$ cat src/rtl/ebus_ctl.sv
// ebus_ctl: EBOX-side EBUS transaction sequencer and EBUS reset pulser.
// Ports: clk/CROBAR; req* request in, done* completion out; ebus* bus control; drv data-mux slot.
//
// Function codes (tEBUSfunction):
//   000 CONO, 001 CONI, 010 DATAO, 011 DATAI, 100 PI served, 101 PI addr in,
//   110 and 111 are undefined and complete as a timed-out no-op.
// drv packs {driving, data[35:0]}, with driving in bit 36.
module ebus_ctl #(
  parameter int TIMEOUT      = 64,
  parameter int RESET_CYCLES = 8
) (
  input  logic        clk,
  input  logic        CROBAR,
  input  logic        reqValid,
  output logic        reqReady,
  input  logic [2:0]  reqFunc,
  input  logic [6:0]  reqCS,
  input  logic [35:0] reqData,
  output logic        done,
  output logic [35:0] doneData,
  output logic        doneTimeout,
  input  logic        resetReq,
  output logic [6:0]  ebusCS,
  output logic [2:0]  ebusFunc,
  output logic        ebusDemand,
  output logic        ebusReset,
  input  logic        ebusXfer,
  input  logic [35:0] ebusDataIn,
  output logic [36:0] drv
);

  localparam int RW = (RESET_CYCLES > 1) ? $clog2(RESET_CYCLES) : 1;
  localparam logic [RW-1:0] RST_LAST = RW'(RESET_CYCLES - 1);
  localparam logic [5:0] TMO_LAST = 6'(TIMEOUT - 1);

  localparam logic [2:0] F_CONO   = 3'd0;
  localparam logic [2:0] F_CONI   = 3'd1;
  localparam logic [2:0] F_DATAO  = 3'd2;
  localparam logic [2:0] F_DATAI  = 3'd3;
  localparam logic [2:0] F_PIADDR = 3'd5;

  typedef enum logic [2:0] {
    S_IDLE,
    S_SETUP,
    S_DEMAND,
    S_RELEASE,
    S_DONE,
    S_RESET
  } state_e;

  typedef struct packed {
    logic        driving;
    logic [35:0] data;
  } drv_t;

  state_e        state_q;
  logic [6:0]    cs_q;
  logic [2:0]    func_q;
  logic          demand_q;
  logic          reset_q;
  drv_t          drv_q;
  logic [35:0]   rdata_q;
  logic          tmo_q;
  logic [5:0]    cnt_q;
  logic [RW-1:0] rcnt_q;
  logic          done_q;
  logic [35:0]   done_data_q;
  logic          done_tmo_q;

  function automatic logic is_wr(input logic [2:0] f);
    return (f == F_CONO) || (f == F_DATAO);
  endfunction

  function automatic logic is_rd(input logic [2:0] f);
    return (f == F_CONI) || (f == F_DATAI) || (f == F_PIADDR);
  endfunction

  assign reqReady    = (state_q == S_IDLE);
  assign done        = done_q;
  assign doneData    = done_data_q;
  assign doneTimeout = done_tmo_q;
  assign ebusCS      = cs_q;
  assign ebusFunc    = func_q;
  assign ebusDemand  = demand_q;
  assign ebusReset   = reset_q;
  assign drv         = drv_q;

  // cs_q/func_q double as the request latches; every output register is
  // loaded on the transition into the state it belongs to.
  always_ff @(posedge clk) begin
    if (CROBAR) begin
      state_q     <= S_IDLE;
      cs_q        <= '0;
      func_q      <= '0;
      demand_q    <= 1'b0;
      reset_q     <= 1'b0;
      drv_q       <= '0;
      rdata_q     <= '0;
      tmo_q       <= 1'b0;
      cnt_q       <= '0;
      rcnt_q      <= '0;
      done_q      <= 1'b0;
      done_data_q <= '0;
      done_tmo_q  <= 1'b0;
    end else begin
      done_q      <= 1'b0;
      done_data_q <= '0;
      done_tmo_q  <= 1'b0;
      unique case (state_q)
        S_IDLE: begin
          if (resetReq) begin
            state_q <= S_RESET;
            reset_q <= 1'b1;
            rcnt_q  <= '0;
          end else if (reqValid) begin
            state_q       <= S_SETUP;
            cs_q          <= reqCS;
            func_q        <= reqFunc;
            drv_q.driving <= is_wr(reqFunc);
            drv_q.data    <= is_wr(reqFunc) ? reqData : '0;
            rdata_q       <= '0;
            tmo_q         <= 1'b0;
            cnt_q         <= '0;
          end
        end
        S_SETUP: begin
          if (func_q[2] && func_q[1]) begin
            state_q    <= S_DONE;
            done_q     <= 1'b1;
            done_tmo_q <= 1'b1;
            cs_q       <= '0;
            func_q     <= '0;
            drv_q      <= '0;
          end else begin
            state_q  <= S_DEMAND;
            demand_q <= 1'b1;
          end
        end
        S_DEMAND: begin
          // Saturate so a long stall can never wrap back to zero.
          if (cnt_q != 6'h3f) cnt_q <= cnt_q + 6'd1;
          if (ebusXfer) begin
            if (is_rd(func_q)) rdata_q <= ebusDataIn;
            demand_q <= 1'b0;
            state_q  <= S_RELEASE;
          end else if (cnt_q == TMO_LAST) begin
            tmo_q    <= 1'b1;
            rdata_q  <= '0;
            demand_q <= 1'b0;
            state_q  <= S_RELEASE;
          end
        end
        S_RELEASE: begin
          if (tmo_q || !ebusXfer) begin
            state_q     <= S_DONE;
            done_q      <= 1'b1;
            done_data_q <= rdata_q;
            done_tmo_q  <= tmo_q;
            cs_q        <= '0;
            func_q      <= '0;
            drv_q       <= '0;
          end
        end
        S_DONE: begin
          state_q <= S_IDLE;
        end
        S_RESET: begin
          if (rcnt_q == RST_LAST) begin
            reset_q <= 1'b0;
            state_q <= S_IDLE;
          end else begin
            rcnt_q <= rcnt_q + 1'b1;
          end
        end
        default: begin
          state_q <= S_IDLE;
        end
      endcase
    end
  end

endmodule

$ cat config.mk
export PLATFORM = sky130hd
export DESIGN_NAME = ebus_ctl
export DESIGN_NICKNAME = d
export VERILOG_FILES = /design/src/rtl/ebus_ctl.sv
export SDC_FILE = /design/constraint.sdc
export NUM_CORES = 1
export LEC_CHECK = 0
export ABC_AREA = 1
export BUFFER_PORTS_ARGS = -buffer_cell sky130_fd_sc_hd__clkbuf_2
export CAP_MARGIN = 20
export CORE_MARGIN = 1.5
export CORE_UTILIZATION = 55
export DETAILED_ROUTE_END_ITERATION = 10
export PLACE_DENSITY_LB_ADDON = 0.25
export SETUP_SLACK_MARGIN = 0.2
export SYNTH_ARGS = -nofsm -noshare
export SYNTH_HDL_FRONTEND = slang
export SYNTH_SLANG_ARGS = --single-unit
$ cat constraint.sdc
create_clock -name clk -period 2.8 [get_ports clk]
set_clock_uncertainty 0.15 [all_clocks]
set_input_delay 0.56 -clock clk [delete_from_list [all_inputs] [get_ports clk]]
set_output_delay 0.56 -clock clk [all_outputs]
set_load 0.05 [all_outputs]
* Word-level counts from Yosys, hierarchy flattened
Index checks and enable logic that the tools add are counted.
Widths: inputs -> output; s select.
** Operators by class
- Add/sub/neg operators :: 2
- Equality and inequality tests :: 25
- Multiplexer cells :: 54
- Bitwise logic cells :: 2
- Reductions and logical operators :: 21
** Operators by type and width (number)
- $mux 36 :: 6
- $mux 37 :: 4
- $pmux 37 s3 :: 1
- $pmux 36 s2 :: 1
- $mux 3 :: 13
- $mux 7 :: 4
- $pmux 7 s3 :: 1
- $ne 2x2->1 const B :: 10
- $mux 6 :: 3
- $pmux 3 s5 :: 1
- $reduce_and 5->1 :: 3
- $eq 3x2->1 const B :: 4
- $mux 1 :: 12
- $pmux 6 s2 :: 1
- $pmux 1 s2 :: 5
- $eq 3x3->1 const B :: 3
- $pmux 3 s3 :: 1
- $reduce_and 3->1 :: 3
- $reduce_and 4->1 :: 2
- $add 6x1->6 const B :: 1
- $eq 3x1->1 const B :: 2
- $eq 6x6->1 const B :: 1
- $logic_not 3->1 :: 2
- $ne 3x3->1 const B :: 2
- other kinds (12) :: 18
** Word-level totals
- Bits in registers :: 136
- Bits of input ports :: 87
- Output and inout port bits :: 88
- Word-level logic and storage cells :: 118

* Longest topological paths before layout
Gate-level depths: netlist (run 1).
- Depth after elaboration :: 6
- Gate-level depth with buffers :: 10
- Depth with buffers taken out :: 9

* Worst setup path after synthesis (run 1)
No wires, ideal clock.
- Path type :: reg2reg
- Start :: register state_q[2]
- End :: register drv_q, in the netlist drv[10]
- Library setup time :: 0.070 ns
- Arrival :: 1.769 ns
- Required time :: 2.580 ns
- Setup slack :: 0.811 ns
- Cell stages (with the launch flop) :: 10
- Buffers on the path :: 2
- Period minus slack after synthesis :: 1.989 ns
- Path through :: dfxtp_1 > inv_2 > nand2_1 > nor2_2 > o21ai_2 > nand2_1 > buf_6 > buf_4 > nand2_1 > a21oi_1
** On the way
- Word-level cells in the longest chain between the ends :: 3
- Elaborated cells on any way between the ends :: 10
- Classes of those cells :: 6 x eq/ne; 1 x mux; 3 x reduce/logical
** RTL lines
- start: declaration :: line 56 : state_e state_q;
- start signal: assignment :: line 92 : state_q <= S_IDLE;
- start signal: assignment :: line 112 : state_q <= S_RESET;
- start signal: assignment :: line 116 : state_q <= S_SETUP;
- $logic_not 3->1 (*)
- named net reqReady :: line 15 : output logic reqReady,
- $ne 2x2->1 (no line) / $reduce_bool 3->1 (equally long branches)
- $reduce_and 5->1 (no line)
- end: declaration :: line 61 : drv_t drv_q;
Mark *: on every way through the listed nets, which the timed path passes. The rest lies on a longest branch.
A chain may end at the register's enable or synchronous reset.

* Final worst setup path (run 1)
- Start :: register state_q[2]
- End :: output reqReady
** On the way
- Word-level cells in the longest chain between the ends :: 1
** RTL lines
- $logic_not 3->1 :: line 78 : assign reqReady = (state_q == S_IDLE);
- end: declaration :: line 15
Every way passes these cells.

==> results.toml, run 1 <==
[yosys]
synth_cells = 849
synth-edff-count = 0
post_synthesis_net_count = 939
ys_ff_latch = 136
syn_area_per_cell_um2 = 6.92
ys_warn_count = 0
mappedNetlistArea_um2 = 5870
synth_sequential_area_ratio_pct = 46.4
ys_dominant_reg_cell = "sky130_fd_sc_hd__dfxtp_1"
synthArstFlopShare_pct = 0
synth_cell_types = 26

[clock_tree]
clock_insertion_delay_worst_skew_ns = 0.51
clock_sink_count = 136
deepest_level_of_the_cts_h_tree = 4
cts-hold-fix-buffers = 0
clkTransAtPathRegs_ns = 0.06
post_cts.repair.setup_buffers = 0
ctsLongestPathBuffers = 2
clock_tree_from_tritoncts = "yes"
cts_inserted_buffers = 17
cts.repair.resized = 0
cts_root_buf = "sky130_fd_sc_hd__clkbuf_8"

[power]
p_leak_nw = 3.58
post-layout-total-power_mw = 8.40
p_per_area_nw_per_um2 = 1140
max-vdd-ir-drop_mv = 0.723

[global_route]
first_pass_grt_wire_length_um = 23900
global_route.overflow_total = 0
grt_pass1_vias = 5208
grt_start_max_net_pins = 48
grt_usage_pct = 26.0
gr-usage-met2_pct = 42.6
grt_antenna_before_repair = 0
grt.busiest_layer = "met2"
gr_util_met1_pct = 33.9
groute.layer.met3.usage_pct = 6.99

[critical_path]
max_stage_delay_ns = 0.41
timing.critical_path.from_type = "register"
cp.buffers_inverters = 2
worstPathArrival_ns = 1.67
category_of_cells_accounting_for_the_largest_share_of_critical_path_delay = "buffers and inverters"
crit_slowest_cell = "sky130_fd_sc_hd__dfxtp_1"
crit_chain = "inv_2 -> nand2_1 -> nor2_2 -> clkbuf_2"
cp_data_required_time_ns = 2.09
path_class = "register to output pin"
cp-end-kind = "output pin"
r2r_slack_ns = 0.61
cp_max_fo = 7

[routing]
drt-initial-drc-count = 251
detail_route.first_pass.iterations = 4
total_detailed_routing_wirelength_um = 14200
number_of_vias_in_the_routed_layout = 5682
drc_errors = 0
route.antenna.remaining_nets = 0
route.detailed.wl_per_inst_um = 12.4
vias_per_cell = 4.95

[final_layout]
n_antenna_cell = 0
post_route_cells_drive_above_1_share_pct = 23.6
layout-area-overhead-vs-synth_pct = 25.9
design.final.nets = 1090
area_occupied_by_multi_input_gates_um2 = 2510
final_design_area_no_fill_um2 = 7390
finish.utilization_pct = 71.6
fill_cells = 869
register_area_um2 = 2720

[floorplanning]
die_h_um = 106
top_level_ports = 175
initial_core_util_pct = 56.9
die_area_um2 = 11300
std_cell_rows = 37
die_w_um = 106
placeableCoreArea_um2 = 10300

[timing]
layout_min_cycle_time_ns = 2.38
timing.final.crit_share_pct = 85.0
maximum_operating_frequency_mhz = 420
report.final.slew_viol_count = 0
hold_violations = 0
rsz0062_at_grt = "no"
tns_ns = 0
fin_worst_setup_slack_ns = 0.421
worst-slew-pin-transition_ns = 0.520
timing.slew.headroom_pct = 65.2
setup_viol = 0

[min_path]
hold_path_class = "input pin to register"

[place]
dp.final_hpwl_um = 9340
post_dp_cell_area_um2 = 6770
globalplace.congestion = 0.905
pre_cts_slack_ns = 0.642
portBuffers = 174

[run]
drv.max_cap_violation_count = 0

[outcome]
run_status = "completed"
## per-stage QoR
stage               hold slack [ns]  std cells
detailed placement            0.274       1117
finish                        0.191       1149
CTS                           0.188       1149
global placement              0.272       1117
floorplan                     0.266        849
global route                  0.206       1149
## layout make-up
type,count,share of cell area (%)
inverter,95,4.82
clock buffer,21,6.08
tap,136,2.30
multi-input combinational,561,34.0
timing repair buffer,189,13.6
sequential,136,36.8
clock inverter,11,2.32
## final timing paths
path	from	end	depth (start not counted)
setup / recovery	state_q[2]$_SDFFE_PP0P_	reqReady	4
hold / removal	CROBAR	ebusReset$_SDFFE_PP0P_	2
setup reg to reg	cnt_q[0]$_SDFFE_PP0P_	rdata_q[10]$_SDFFE_PP0P_	9
hold reg to reg	rdata_q[23]$_SDFFE_PP0P_	doneData[23]$_SDFF_PP0_	2
## per-layer routing
layer  up-vias  wire [µm]
met1      2507       6200
met4         0        149
met2       194       6880
met5         -          0
li1       2967          -
met3        14        975
## cell families after synthesis
| group | after synthesis | synth area share, % |
|---|---|---|
| AOI/OAI and AO/OA | 61 | 5.35 |
| xor gates and xnor gates | 1 | 0.149 |
| adders and majority gates | 3 | 0.639 |
| buffers and inverters | 152 | 11.2 |
| DFF | 136 | 46.4 |
| and+or+nand+nor | 496 | 36.3 |
## sequential cells by signal, summed over array words and instances, names as in the netlist
| name | flops |
|---|---|
| doneData | 36 |
| drv | 37 |
| rcnt_q | 3 |
| doneTimeout | 1 |
| ebusDemand | 1 |
| state_q | 3 |
| rdata_q | 36 |
| tmo_q | 1 |
| ebusCS | 7 |
| ebusReset | 1 |
| cnt_q | 6 |
| ebusFunc | 3 |
| done | 1 |
## cell usage after synthesis (all sizes together) (2+ instances only)
cell    instances  share of area (%)
or2             2               0.21
nand3         101                9.0
nor2          151                9.8
o21ai           7               0.66
clkbuf         20                1.3
ha              3               0.64
nand2         202                 13
nand4          38                4.0
clkinv          2               0.13
a21oi          52                4.4
buf            37                3.9
inv            93                5.9
dfxtp         136                 46
## report_power, final
group	total (mW)	internal [mW]	switching [mW]
Sequential	2.43	2.27	0.162
Combinational	3.66	1.01	2.64
Clock	2.31	1.49	0.818
Total	8.40	4.77	3.62
## layout by cell type, fill, tap and decap left out, types with 4 or more instances in the layout
| cell type | netlist | routed |
|---|---|---|
| sky130_fd_sc_hd__nand2_1 | 201 | 201 |
| sky130_fd_sc_hd__clkbuf_2 | 0 | 174 |
| sky130_fd_sc_hd__nor2_1 | 148 | 146 |
| sky130_fd_sc_hd__dfxtp_1 | 136 | 136 |
| sky130_fd_sc_hd__nand3_1 | 99 | 99 |
| sky130_fd_sc_hd__inv_1 | 84 | 84 |
| sky130_fd_sc_hd__a21oi_1 | 52 | 52 |
| sky130_fd_sc_hd__nand4_1 | 38 | 38 |
| sky130_fd_sc_hd__clkbuf_16 | 0 | 16 |
| sky130_fd_sc_hd__buf_4 | 12 | 13 |
| sky130_fd_sc_hd__inv_2 | 9 | 9 |
| sky130_fd_sc_hd__o21ai_0 | 6 | 6 |
| sky130_fd_sc_hd__bufinv_16 | 0 | 4 |
Note: power is estimated with default switching activity, not from simulation.
==> run 2, diff against run 1 <==
--- a/config.mk
+++ b/config.mk
@@ -5,11 +5,11 @@
 export SDC_FILE = /design/constraint.sdc
 export NUM_CORES = 1
 export LEC_CHECK = 0
-export ABC_AREA = 1
+export ABC_AREA = 0
 export BUFFER_PORTS_ARGS = -buffer_cell sky130_fd_sc_hd__clkbuf_2
 export CAP_MARGIN = 20
 export CORE_MARGIN = 1.5
-export CORE_UTILIZATION = 55
+export CORE_UTILIZATION = 43
 export DETAILED_ROUTE_END_ITERATION = 10
 export PLACE_DENSITY_LB_ADDON = 0.25
 export SETUP_SLACK_MARGIN = 0.2
==> constraint.sdc (replaced) <==
create_clock -name clk -period 2.1 [get_ports clk]
set_clock_uncertainty 0.15 [all_clocks]
set_input_delay 0.42 -clock clk [delete_from_list [all_inputs] [get_ports clk]]
set_output_delay 0.42 -clock clk [all_outputs]
set_load 0.05 [all_outputs]
==> results.toml, run 2 <==
[outcome]
run_status = "completed"

[routing]
route.antenna.remaining_nets = 0
total_detailed_routing_wirelength_um = 12400
number_of_vias_in_the_routed_layout = 4043
detail_route.first_pass.iterations = 4
route.detailed.wl_per_inst_um = 15.3
drc_errors = 0
vias_per_cell = 5.00
drt-initial-drc-count = 176

[floorplanning]
die_area_um2 = 11200
placeableCoreArea_um2 = 10300
std_cell_rows = 37
die_w_um = 106
top_level_ports = 175
die_h_um = 106
initial_core_util_pct = 44.2

[final_layout]
largest_reg_flops = 37
layout.cells.most_common = "sky130_fd_sc_hd__clkbuf_2"
most_frequent_cells_in_the_layout = "sky130_fd_sc_hd__clkbuf_2, sky130_fd_sc_hd__dfxtp_1, sky130_fd_sc_hd__dlygate4sd3_1"
layout-area-overhead-vs-synth_pct = 55.5
final_design_area_no_fill_um2 = 7100
n_antenna_cell = 0
design.final.nets = 749
fill_cells = 769
post_route_cells_drive_above_1_share_pct = 35.6

[yosys]
synth.area.top_cells = "sky130_fd_sc_hd__dfxtp_1, sky130_fd_sc_hd__a22o_1, sky130_fd_sc_hd__and2_1"
yosys-top-cells-count = "sky130_fd_sc_hd__dfxtp_1, sky130_fd_sc_hd__a22o_1, sky130_fd_sc_hd__and2_1, sky130_fd_sc_hd__nand2_1"
ys_dominant_reg_cell = "sky130_fd_sc_hd__dfxtp_1"
syn_area_per_cell_um2 = 11.6
synth_sequential_area_ratio_pct = 59.6
mappedNetlistArea_um2 = 4570
ys_ff_latch = 136
synth-edff-count = 0
synth_cell_types = 48
netlist.top_cell.by_area = "sky130_fd_sc_hd__dfxtp_1"
post_synthesis_net_count = 485
synth_most_common_cell = "sky130_fd_sc_hd__dfxtp_1"
synth_cells = 395
synthDominantCellAreaShare_pct = 59.6
ys_warn_count = 0
synthArstFlopShare_pct = 0

[critical_path]
reg2regPathDepth = 6
crit-reg2reg-capture = "rdata_q[30]$_SDFFE_PP0P_"
cp_max_fo = 2
category_of_cells_accounting_for_the_largest_share_of_critical_path_delay = "flip-flops"
cp.buffers_inverters = 2
path_depth = 3
crit_slowest_cell = "sky130_fd_sc_hd__dfxtp_4"
timing.critical_path.from_type = "register"
crit-reg2reg-launch = "state_q[1]$_SDFFE_PP0P_"
r2r_slack_ns = 0.28
worstPathArrival_ns = 1.32
max_stage_delay_ns = 0.35
crit_chain = "buf_6 -> nor3_4 -> buf_8"
cp-end-kind = "output pin"
worst_setup_path_endpoint = "reqReady"
cp_data_required_time_ns = 1.53
setup.worst_path.start = "state_q[1]$_SDFFE_PP0P_"
path_class = "register to output pin"

[timing]
rsz0062_at_grt = "yes"
worst-slew-pin-transition_ns = 0.509
maximum_operating_frequency_mhz = 528
hold_violations = 0
setup_viol = 0
layout_min_cycle_time_ns = 1.89
tns_ns = 0
timing.slew.headroom_pct = 66.0
report.final.slew_viol_count = 0
timing.final.crit_share_pct = 90.2

[clock_tree]
cts_root_buf = "sky130_fd_sc_hd__clkbuf_8"
clock_sink_count = 136
deepest_level_of_the_cts_h_tree = 4
ctsLongestPathBuffers = 2
clkTransAtPathRegs_ns = 0.06
cts_inserted_buffers = 17
clock_tree_from_tritoncts = "yes"
clock_insertion_delay_worst_skew_ns = 0.51

[global_route]
grt_pass1_vias = 4069
global_route.overflow_total = 0
grt_usage_pct = 22.5
grt_start_max_net_pins = 38
first_pass_grt_wire_length_um = 19700
grt_antenna_before_repair = 0

[power]
post-layout-total-power_mw = 6.56
p_leak_nw = 3.25
max-vdd-ir-drop_mv = 0.628
p_per_area_nw_per_um2 = 925

[place]
globalplace.congestion = 0.851
post_dp_cell_area_um2 = 5610
dp.final_hpwl_um = 7190
portBuffers = 174

[min_path]
hold_path_class = "input pin to register"
hold_path_startpoint = "reqFunc[0]"

[run]
drv.max_cap_violation_count = 0
run 2: changes by cell type in the layout (fill, tap and decap cells not counted), sizes merged, moves of 11 or more:
cell / before / now
a21oi: 52 / 13
a22o: 0 / 72
and2: 0 / 36
dlygate4sd3: 0 / 81
inv: 93 / 6
mux2i: 0 / 11
nand2: 202 / 22
nand3: 101 / 4
nand4: 38 / 1
nor2: 151 / 12
run 2: worst min path at each step:
| stage | end | cells after the start | slack [ns] |
|---|---|---|---|
| 3_3_place_gp | drv[36]$_SDFFE_PP0P_ | 1 | 0.29 |
| 6_report | ebusFunc[0]$_SDFFE_PP0P_ | 3 | 0.03 |
| 3_5_place_dp | doneData[6]$_SDFF_PP0_ | 1 | 0.29 |
| 4_1_cts | ebusFunc[0]$_SDFFE_PP0P_ | 3 | 0.001 |
| 2_1_floorplan | doneData[0]$_SDFF_PP0_ | 1 | 0.28 |
| 5_1_grt | ebusFunc[0]$_SDFFE_PP0P_ | 3 | 0.02 |
run 2: through the flow:
step | hold WS (ns) | cells | setup slack [ns] | utilization, %
after floorplan | 0.280 | 395 | 0.0868 | -
after global routing | 0.0165 | 808 | 0.146 | 68.8
after CTS | 0.00136 | 807 | 0.172 | 68.4
after global placement | 0.285 | 691 | 0.131 | 54.3
after detailed placement | 0.289 | 691 | 0.0967 | 54.3
final | 0.0273 | 808 | 0.206 | 68.8
run 2: cell type report:
type                    count  area, µm²  area share (%)
repair buffers            268       1850            26.0
inverters                   5       18.8           0.264
flip-flops and latches    136       2740            38.5
clock buffers              22        473            6.66
well taps                 136        170            2.40
multi-input cells         231       1740            24.5
clock inverters            10        118            1.66
run 2: logic make-up (layout without fill, tap and decap cells):
kind of cell,Yosys count,after routing,synth area share [%]
DFF,136,136,59.6
AOI/OAI and AO/OA,113,113,20.2
buffers and inverters,28,305,3.45
muxes,11,11,2.41
adders and majority gates,3,3,0.822
and+or+nand+nor,104,104,13.5
run 2: what timing repair did:
action | CTS | global route
resized for setup | 9 | 7
buffers inserted | 4 | 0
pin swaps | 2 | 1
hold buffers | 80 | 1
setup endpoints to repair | 73 | 80
endpoints found under the hold margin | 80 | 1
run 2: where the power goes:
group	internal [mW]	switching (mW)	leakage [nW]
Combinational	0.389	0.572	1.87
Sequential	2.66	0.0603	1.10
Clock	1.82	1.07	0.280
Total	4.86	1.70	3.25
run 2: worst reg2reg max path: cells and delay by family (launching register included):
kind            cells  cell delay [ns]
compound gates      1             0.18
flops               1             0.35
simple gates        3             0.67
buf+inv             2             0.41
run 2: per-layer routing:
metal	up-vias	part of all wire [%]	wire, µm	track usage, %
li1	1962	-	-	-
met1	1896	41	5050	24.4
met2	154	51	6360	39.7
met3	31	5.3	658	7.42
met5	-	0	0	0
met4	0	2.6	326	10.4
